<file path="src/rtl/branch_cond_unit.sv">
// branch_cond_unit: architectural flag register, Bcc condition evaluation with same-cycle
// flag forwarding, and a registered taken/not-taken resolution handed to fetch via valid/ready.
module branch_cond_unit #(
    parameter int CNT_W = 16
) (
    input  logic             clk,
    input  logic             rst_n,
    input  logic             i_alu_valid,
    input  logic             i_sf,
    input  logic             i_zf,
    input  logic             i_cf,
    input  logic             i_vf,
    input  logic             i_pf,
    input  logic             i_flag_up,
    input  logic             i_br_valid,
    output logic             o_br_ready,
    input  logic [3:0]       i_br_cond,
    input  logic [31:0]      i_br_target,
    input  logic [31:0]      i_br_fallthru,
    output logic             o_res_valid,
    input  logic             i_res_ready,
    output logic             o_res_taken,
    output logic [31:0]      o_res_pc,
    output logic [4:0]       o_flags,
    output logic [CNT_W-1:0] o_taken_cnt,
    output logic [CNT_W-1:0] o_ntaken_cnt
);
    typedef enum logic {IDLE, HOLD} state_t;
    state_t           r_state;
    logic [4:0]       r_flags;
    logic             r_taken;
    logic [31:0]      r_pc;
    logic [CNT_W-1:0] r_taken_cnt;
    logic [CNT_W-1:0] r_ntaken_cnt;
    logic             w_alu_wr;
    logic [3:0]       w_eff;
    logic             w_s;
    logic             w_z;
    logic             w_c;
    logic             w_v;
    logic             w_lt;
    logic             w_be;
    logic             w_cond;
    logic             w_accept;

    assign w_alu_wr = i_alu_valid & i_flag_up;
    // Parity is architectural state only, so it is left out of the evaluated flags.
    assign w_eff = w_alu_wr ? {i_sf, i_zf, i_cf, i_vf} : r_flags[4:1];
    assign {w_s, w_z, w_c, w_v} = w_eff;
    assign w_lt = w_s ^ w_v;
    assign w_be = w_c | w_z;

    always_comb begin
        case (i_br_cond)
            4'h0: w_cond = w_z;
            4'h1: w_cond = ~w_z;
            4'h2: w_cond = w_lt;
            4'h3: w_cond = w_lt | w_z;
            4'h4: w_cond = ~(w_lt | w_z);
            4'h5: w_cond = ~w_lt;
            4'h6: w_cond = w_c;
            4'h7: w_cond = w_be;
            4'h8: w_cond = ~w_be;
            4'h9: w_cond = ~w_c;
            4'hA: w_cond = w_s;
            4'hB: w_cond = ~w_s;
            4'hC: w_cond = w_v;
            4'hD: w_cond = ~w_v;
            4'hE: w_cond = 1'b1;
            default: w_cond = 1'b0;
        endcase
    end

    assign o_br_ready = (r_state == IDLE) | i_res_ready;
    assign w_accept   = i_br_valid & o_br_ready;

    always_ff @(posedge clk) begin
        if (!rst_n) begin
            r_state      <= IDLE;
            r_flags      <= '0;
            r_taken      <= 1'b0;
            r_pc         <= '0;
            r_taken_cnt  <= '0;
            r_ntaken_cnt <= '0;
        end else begin
            if (w_alu_wr)
                r_flags <= {i_sf, i_zf, i_cf, i_vf, i_pf};
            if (w_accept) begin
                r_state <= HOLD;
                r_taken <= w_cond;
                r_pc    <= w_cond ? i_br_target : i_br_fallthru;
                if (w_cond) begin
                    if (~&r_taken_cnt)
                        r_taken_cnt <= r_taken_cnt + CNT_W'(1);
                end else if (~&r_ntaken_cnt) begin
                    r_ntaken_cnt <= r_ntaken_cnt + CNT_W'(1);
                end
            end else if (i_res_ready) begin
                r_state <= IDLE;
            end
        end
    end

    assign o_res_valid  = (r_state == HOLD);
    assign o_res_taken  = r_taken;
    assign o_res_pc     = r_pc;
    assign o_flags      = r_flags;
    assign o_taken_cnt  = r_taken_cnt;
    assign o_ntaken_cnt = r_ntaken_cnt;
endmodule

</file>
<file path="config.mk">
export PLATFORM = sky130hd
export DESIGN_NAME = branch_cond_unit
export DESIGN_NICKNAME = d
export VERILOG_FILES = /design/src/rtl/branch_cond_unit.sv
export SDC_FILE = /design/constraint.sdc
export NUM_CORES = 1
export LEC_CHECK = 0
export CAP_MARGIN = 5
export CORE_ASPECT_RATIO = 1.4
export CORE_MARGIN = 2
export CORE_UTILIZATION = 45
export DETAILED_ROUTE_END_ITERATION = 10
export DONT_BUFFER_PORTS = 1
export PLACE_DENSITY = 0.59
export SYNTH_ARGS = -nofsm -noshare
export SYNTH_HDL_FRONTEND = slang
export SYNTH_SLANG_ARGS = --single-unit
</file>
<file path="constraint.sdc">
create_clock -name clk -period 4.2 [get_ports clk]
set_input_delay 0.84 -clock clk [delete_from_list [all_inputs] [get_ports clk]]
set_output_delay 0.84 -clock clk [all_outputs]
set_load 0.01 [all_outputs]
</file>
==> metrics.txt <==
# TYPE chip_impl_metric gauge
chip_impl_info{name="run_status",value="completed"} 1
chip_impl_metric{name="ys_seq_area_share",unit="%"} 41.10
chip_impl_info{name="critical_path_class",value="in -> reg"} 1
chip_impl_metric{name="cts_repair_resize_count",unit=""} 0
chip_impl_metric{name="fmaxAchievable",unit="GHz"} 0.3444
chip_impl_metric{name="nFillCells",unit=""} 722
chip_impl_metric{name="core_region_area",unit="µm²"} 7407
chip_impl_metric{name="area_used_by_multi_input_combinational_logic",unit="µm²"} 1889
chip_impl_metric{name="reg2reg_slack",unit="ns"} 1.59
chip_impl_metric{name="grt_overflow_total",unit=""} 0
chip_impl_metric{name="distinct_cell_type_count_of_the_synthesized_netlist",unit=""} 43
chip_impl_metric{name="cts-root-to-sink-buffers",unit=""} 2
chip_impl_metric{name="rows",unit=""} 37
chip_impl_info{name="tightest_hold_check_type",value="reg -> reg"} 1
chip_impl_metric{name="detail_route.drc_violations",unit=""} 0
chip_impl_info{name="postSynth.topFlopCell",value="dfxtp_1"} 1
chip_impl_metric{name="cts-htree-levels",unit=""} 3
chip_impl_metric{name="postLayoutCellArea",unit="µm²"} 3664
chip_impl_metric{name="detailedPlacementHpwl",unit="mm"} 5.850
chip_impl_metric{name="synth_top_area_share",unit="%"} 41.10
chip_impl_metric{name="io-pin-count",unit=""} 151
chip_impl_metric{name="synth_cells",unit=""} 442
chip_impl_info{name="endpoint_kind",value="flip-flop"} 1
chip_impl_metric{name="leakagePower",unit="nW"} 1.329
chip_impl_metric{name="post-layout-total-power",unit="mW"} 1.434
chip_impl_info{name="yosys-top-cells-area",value="dfxtp_1, nand2_1, o21ai_0"} 1
chip_impl_info{name="layout.cells.most_common",value="nand2_1"} 1
chip_impl_metric{name="ff_latch_area",unit="µm²"} 1421
chip_impl_metric{name="fin_util",unit="%"} 49.46
chip_impl_metric{name="numClockSinks",unit=""} 71
chip_impl_metric{name="critPathRequiredTime",unit="ns"} 4.47
chip_impl_metric{name="synth.net_count",unit=""} 523
chip_impl_metric{name="place_worst_setup_slack",unit="ns"} 0.9463
chip_impl_metric{name="chipHeight",unit="µm"} 107.7
chip_impl_info{name="cts_root_buf",value="clkbuf_8"} 1
chip_impl_metric{name="synth.yosys.warnings",unit=""} 0
chip_impl_metric{name="buffer_ports.inserted",unit=""} 0
chip_impl_metric{name="route.antenna.remaining_nets",unit=""} 0
chip_impl_metric{name="ys_async_sr_fraction",unit="%"} 0
chip_impl_metric{name="final_layout_size_suffix_gt1_share",unit="%"} 6.744
chip_impl_metric{name="cellPowerDensity",unit="nW/µm²"} 391.5
chip_impl_metric{name="viasPerCell",unit=""} 5.954
chip_impl_info{name="critPathCapture",value="o_ntaken_cnt[7]"} 1
chip_impl_info{name="clock_tree_from_tritoncts",value="built"} 1
chip_impl_metric{name="grt_start_max_net_pins",unit=""} 69
chip_impl_metric{name="ctsHoldBuffers",unit=""} 0
chip_impl_metric{name="hold_viol",unit=""} 0
chip_impl_metric{name="rr_worst_depth",unit=""} 8
chip_impl_metric{name="crit_path_max_fanout",unit=""} 33
chip_impl_metric{name="n_antenna_cell",unit=""} 0
chip_impl_metric{name="synth-edff-count",unit=""} 0
chip_impl_metric{name="chipWidth",unit="µm"} 78.09
chip_impl_metric{name="setup_total_negative_slack",unit="ns"} 0
chip_impl_metric{name="vias",unit=""} 3138
chip_impl_metric{name="gp_congestion",unit=""} 0.7527
chip_impl_metric{name="irDropWorstVdd",unit="mV"} 0.2160
chip_impl_metric{name="synthesis_to_layout_area_growth",unit="%"} 5.933
chip_impl_metric{name="cts.reportedPaths.clkPinSlew",unit="ns"} 0.07
chip_impl_metric{name="grt_pass1_vias",unit=""} 2922
chip_impl_metric{name="grt_pass1_wl",unit="mm"} 13.60
chip_impl_metric{name="cap_viol_max_count",unit=""} 0
chip_impl_metric{name="placement.cell_area",unit="µm²"} 3470
chip_impl_metric{name="timing.clock.skew",unit="ns"} 0.007332
chip_impl_info{name="timing.rr.start",value="o_flags[1]"} 1
chip_impl_metric{name="drt-wirelength-per-cell",unit="µm"} 16.53
chip_impl_metric{name="final_min_period",unit="ns"} 2.903
chip_impl_info{name="rr_endpoint",value="o_ntaken_cnt[7]"} 1
chip_impl_metric{name="timing.final.ws_setup",unit="ns"} 1.297
chip_impl_metric{name="antenna_found_initial",unit=""} 0
chip_impl_metric{name="layout_worst_path_cycle_share",unit="%"} 69.13
chip_impl_metric{name="fin_nets",unit=""} 506
chip_impl_metric{name="post-cts-setup-buffer-count",unit=""} 0
chip_impl_info{name="grt_setup_unrepaired",value="false"} 1
chip_impl_metric{name="initial_core_util",unit="%"} 46.69
chip_impl_info{name="crit_start",value="i_alu_valid"} 1
chip_impl_metric{name="final_report_max_slew_violation_count",unit=""} 0
chip_impl_metric{name="finalWirelength",unit="mm"} 8.709
chip_impl_metric{name="clock_latency",unit="ns"} 0.34
chip_impl_metric{name="mappedNetlistArea",unit="µm²"} 3458
chip_impl_metric{name="max_slew.worst_pin.slew",unit="ns"} 0.8718
chip_impl_metric{name="final-setup-viol-count",unit=""} 0
chip_impl_metric{name="drtPass1Iterations",unit=""} 4
chip_impl_metric{name="numCtsBuffers",unit=""} 9
chip_impl_metric{name="synth-seq-cells",unit=""} 71
chip_impl_metric{name="postSynthAreaPerCell",unit="µm²"} 7.824
chip_impl_info{name="critPathLaunchType",value="input pin"} 1
chip_impl_metric{name="drt_iter0_drc",unit=""} 183
chip_impl_metric{name="grt_usage",unit="%"} 20.39
chip_impl_metric{name="timing.slew.headroom",unit="%"} 41.67
chip_impl_metric{name="die-area",unit="µm²"} 8412
chip_impl_info{name="library_cell_occupying_the_most_area_in_the_post_synthesis_netlist",value="dfxtp_1"} 1
chip_impl_info{name="layout_common_cells",value="nand2_1, dfxtp_1, o21ai_0, a31oi_1, nand3_1"} 1
chip_impl_metric{name="worst_ep_arrival_time",unit="ns"} 3.17
cells in the mapped netlist (all sizes together) (5+ instances only):
master and n:
clkbuf 20, inv 6, a31oi 33, buf 10, a21oi 17, o31ai 5
nand4 13, o21ai 46, nand3 18, nor2 13, nor3 8, dfxtp 71
or3 10, and3 8, nand2b 15, nand2 97, mux2i 17
flip-flops by register name, summed over array words and instances, names as in the netlist:
register and count:
o_ntaken_cnt 16, o_res_valid 1, o_res_taken 1, o_res_pc 32, o_flags 5, o_taken_cnt 16
routing by layer:
| metal | share of wire (%) | vias to the layer above | global-route usage [%] |
|---|---|---|---|
| met5 | 0 | - | 0 |
| met4 | 2.6 | 0 | 12.53 |
| met3 | 7.8 | 17 | 5.872 |
| met2 | 49 | 124 | 34.54 |
| met1 | 41 | 1444 | 22.31 |
| li1 | - | 1553 | - |
worst max-delay path, stage by stage:
cell	delay, ns
nand2_2	0.16
mux2i_1	0.36
xnor2_1	0.16
o22ai_1	0.11
o41ai_2	0.29
nand2_1	0.40
buf_4	0.38
nor3_1	0.26
mux2i_1	0.19
per-stage QoR:
step           instances  hold slack (ns)
2_1_floorplan        442           0.4805
3_3_place_gp         511           0.5119
3_5_place_dp         511           0.5080
4_1_cts              527           0.5175
5_1_grt              527           0.5525
6_report             527           0.5169
layout make-up:
| cell class | instances | area share (%) |
|---|---|---|
| sequential | 71 | 38.80 |
| clock buffer | 13 | 4.884 |
| multi-input combinational | 335 | 51.57 |
| tap | 97 | 3.313 |
| timing repair buffer | 2 | 0.4098 |
| clock inverter | 3 | 0.4098 |
| inverter | 6 | 0.6148 |
worst min-delay path by stage:
stage / from / end / slack (ns) / cells past startpoint
floorplan: o_flags[0] / o_flags[0] / 0.48 / 2
global placement: o_flags[0] / o_flags[0] / 0.51 / 2
detailed placement: o_flags[0] / o_flags[0] / 0.51 / 2
CTS: o_flags[0] / o_flags[0] / 0.52 / 2
global route: o_flags[0] / o_flags[0] / 0.55 / 2
finish: o_flags[0] / o_flags[0] / 0.52 / 2
cell families (layout without fill, tap and decap cells):
group	after synthesis	count (layout)	synth area share (%)
and+or+nand+nor	198	198	28.11
buffers and inverters	36	24	4.305
adders and majority gates	2	2	0.7235
muxes	18	18	5.354
DFF	71	71	41.10
AOI/OAI and AO/OA	113	113	19.39
xor gates and xnor gates	4	4	1.013
power by group:
part	internal (mW)	switching, mW	leakage [nW]
Combinational	0.0531	0.107	0.643
Clock	0.276	0.248	0.105
Sequential	0.708	0.0418	0.581
Power figures use the tool's default switching activity.
